File: src/rtl/secuencia_pkg.sv
// Shared types and defaults for the run-length Moore detector.
// State Sk means the last k sampled inputs were 1.
package secuencia_pkg;

    localparam int unsigned RUN_LEN_DEFAULT = 2;
    localparam int unsigned RUN_LEN_MAX     = 15;

    typedef enum logic [3:0] {
        S0,  S1,  S2,  S3,  S4,  S5,  S6,  S7,
        S8,  S9,  S10, S11, S12, S13, S14, S15
    } state_t;

endpackage

File: src/rtl/secuencia_moore.sv
// Moore detector: z is high once RUN_LEN consecutive w=1 samples have been seen,
// and stays high while w remains 1.
module secuencia_moore
    import secuencia_pkg::*;
#(
    parameter int unsigned RUN_LEN = RUN_LEN_DEFAULT
) (
    input  logic clk,
    input  logic reset,
    input  logic w,
    output logic z
);

    localparam state_t S_RUN = state_t'(RUN_LEN[3:0]);

    if (RUN_LEN < 1 || RUN_LEN > RUN_LEN_MAX) begin : g_bad_len
        $error("secuencia_moore: RUN_LEN must be in 1..15");
    end

    state_t state;
    state_t state_nx;

    // Next-state logic; encodings above S_RUN are unreachable and fall back to S0.
    always_comb begin
        state_nx = S0;
        if (state > S_RUN) begin
            state_nx = S0;
        end else if (w) begin
            state_nx = (state == S_RUN) ? S_RUN : state_t'(state + 4'd1);
        end
    end

    // State register; z is registered alongside it from the state being entered,
    // so it equals a decode of the current state with no path from w.
    always_ff @(posedge clk or negedge reset) begin
        if (!reset) begin
            state <= S0;
            z     <= 1'b0;
        end else begin
            state <= state_nx;
            z     <= (state_nx == S_RUN);
        end
    end

endmodule

File: config.mk
export PLATFORM = sky130hd
export DESIGN_NAME = secuencia_moore
export DESIGN_NICKNAME = d
export VERILOG_FILES = /design/src/rtl/secuencia_pkg.sv /design/src/rtl/secuencia_moore.sv
export SDC_FILE = /design/constraint.sdc
export NUM_CORES = 1
export LEC_CHECK = 0
export ABC_CLOCK_PERIOD_IN_PS = 1700
export BUFFER_PORTS_ARGS = -buffer_cell sky130_fd_sc_hd__clkbuf_2
export CAP_MARGIN = 15
export CELL_PAD_IN_SITES_DETAIL_PLACEMENT = 1
export CELL_PAD_IN_SITES_GLOBAL_PLACEMENT = 1
export CORE_AREA = 2 2 39 41
export DETAILED_ROUTE_END_ITERATION = 8
export DIE_AREA = 0 0 41 43
export GPL_ROUTABILITY_DRIVEN = 0
export PLACE_DENSITY_LB_ADDON = 0.1
export SYNTH_ARGS = -nofsm -noshare
export SYNTH_HDL_FRONTEND = slang
export SYNTH_SLANG_ARGS = --single-unit
File: constraint.sdc
create_clock -name clk -period 1.7 [get_ports clk]
set_input_delay 0.34 -clock clk [delete_from_list [all_inputs] [get_ports clk]]
set_output_delay 0.34 -clock clk [all_outputs]
set_load 0.01 [all_outputs]
==> flow_metrics.py <==
metrics = {
    "status": {
        "status": "finished, final reports clean",
    },
    "worst_setup_path": {
        "cp_slowest_stage_delay_ps": 430,
        "cp_num_buf_inv": 0,
        "reg2reg_depth": 3,
        "slowest_stage": "dfrtp_1",
        "path_cells": "ha_1 -> or3b_1 -> a211oi_1",
        "cp-start-kind": "register",
        "rr_endpoint": "z",
        "r2r-start": "state[1]",
        "critPathArrivalTime_ps": 1460,
        "crit_type": "register to register",
        "reg2reg_slack_ps": 390,
        "cp.required_ps": 1850,
        "end_kind": "register",
        "crit_fanout": 6,
        "cp_top_family": "flip-flops",
    },
    "yosys": {
        "yosys_warnings": 0,
        "synth_top_area_share_pct": 57.5,
        "synthesis.area_um2": 218,
        "synth_top_cell_by_area": "dfrtp_1",
        "synth.net_count": 21,
        "ys_ff_latch": 5,
        "yosys-top-cells-area": "dfrtp_1 (57%), ha_1 (11%), a211oi_1 (6.9%)",
        "synth_cell_types": 9,
        "yosysSeqAreaShare_pct": 57.5,
        "syn_inst": 16,
        "avgSynthCellArea_um2": 13.6,
    },
    "clocking": {
        "clk_latency_ps": 240,
        "htree_levels": 1,
        "cts_resized": 0,
        "cts.path.max_buffers": 2,
        "numClockSinks": 5,
        "cts-root-buf": "clkbuf_4",
        "cts_tree": "yes",
        "cts_buffers": 3,
        "clkTransAtPathRegs_ps": 50,
    },
    "min_path": {
        "hold_class": "primary input to asynchronous set/reset pin",
    },
    "global_route": {
        "grt_max_degree": 7,
        "grt_pass1_vias": 171,
        "grt_overflow": 0,
        "grt_pass1_wl_um": 724,
        "grt_usage_pct": 7.53,
        "antenna_found_initial": 0,
    },
    "die": {
        "dieHeight_um": 43,
        "start_util_pct": 15.7,
        "pin_count": 4,
        "core_um2": 1380,
        "die_w_um": 41,
        "std_cell_rows": 14,
        "dieArea_um2": 1760,
    },
    "sta": {
        "clock_skew_ps": 3.44,
        "rsz0062_at_grt": "false",
        "fin_ws_ps": 387,
        "setup_viol": 0,
        "tns_ps": 0,
        "final_max_slew_viol_count": 0,
        "max_freq_mhz": 761,
        "finalHoldViolCount": 0,
        "min_period_ps": 1310,
        "period_share_pct": 77.3,
    },
    "detailed_routing": {
        "wire_per_inst_um": 10.2,
        "via_per_inst": 3.70,
        "drt_first_iter_violations": 1,
        "drt-total-wl_um": 407,
        "firstDrtPassIters": 2,
        "via_count": 148,
        "drtAntennaViolNets": 0,
        "drcViolationCount": 0,
    },
    "finish": {
        "mostFrequentLayoutCells": "dfrtp_1 (5), clkbuf_4 (3), clkbuf_2 (3)",
        "drive_gt1_share_pct": 33.3,
        "layout_commonest_cell": "dfrtp_1",
        "area_delta_synth_final_pct": 32.8,
        "nets": 30,
        "diodes": 0,
    },
    "job": {
        "maxCapViolCount": 0,
    },
    "place": {
        "dp_hpwl_um": 323,
        "io_buffers": 3,
        "post-place-ws_ps": 373,
    },
    "pwr": {
        "total_leakage_power_uw": 0.000133,
        "p_per_area_nw_per_um2": 988,
        "vdd.ir_drop.worst_uv": 178,
    },
}
-- metal layers --
layer	track usage, %	vias up	wire (µm)
li1	-	73	-
met1	6.75	68	169
met2	9.38	5	203
met3	3.14	2	16
met4	12.0	0	18
met5	0	-	0
-- kinds of logic after synthesis --
group / synth area share (%)
DFF: 57.5
and+or+nand+nor: 19.0
buffers and inverters: 3.45
AOI/OAI and AO/OA: 6.89
adders and majority gates: 11.5
other: 1.72
-- cells in the mapped netlist --
cell type  number
dfrtp_1         5
a211oi_1        2
ha_1            2
inv_1           2
conb_1          1
nor4_1          1
nor4b_2         1
or3b_1          1
or3b_4          1
-- registers in the layout, summed over array words and instances, names as in the netlist --
name	count
state	4
z	1
-- final cells by class --
cell class                 instances  area [µm²]
clock buffer                       4        26.3
fill                             168        1090
inverter                           2        7.51
multi-input combinational          9        85.1
sequential                         5         125
tap                               16        20.0
timing repair buffer               4        25.0
-- worst max-delay path by stage --
stage | start | to | depth (start not counted)
floorplan | state[1] | z | 3
global placement | state[1] | z | 3
detailed placement | state[1] | z | 3
CTS | state[1] | z | 3
global route | state[1] | z | 3
finish | state[1] | z | 3
-- report_power, final --
part           leakage, µW  total [µW]  internal (µW)  switching (µW)
clock            0.0000150         140           88.9            51.0
combinational    0.0000516        18.8           9.42            9.39
sequential       0.0000665         127            123            3.41
total             0.000133         286            222            63.8
-- per-stage QoR --
step                      utilization [%]  instances  instance area (µm²)  hold slack [ps]  power [µW]
after CTS                            20.9         40                  289              442         295
after floorplan                         -         16                  218             44.4         139
final                                20.9         40                  289              449         286
after global placement               18.3         35                  253              171         146
after detailed placement             18.3         35                  253              174         146
after global routing                 20.9         40                  289              472         309
-- worst register-to-register path, cell delays in order, from the launching register on --
cell	delay [ps]
dfrtp_1	430
ha_1	210
or3b_1	340
a211oi_1	240
-- what timing repair did --
item,CTS,global route
setup buffers,0,0
endpoints found under the hold margin,5,0
hold buffers,1,0
endpoints found under the setup margin,0,0
No activity file was read; power rests on OpenSTA's default activity.
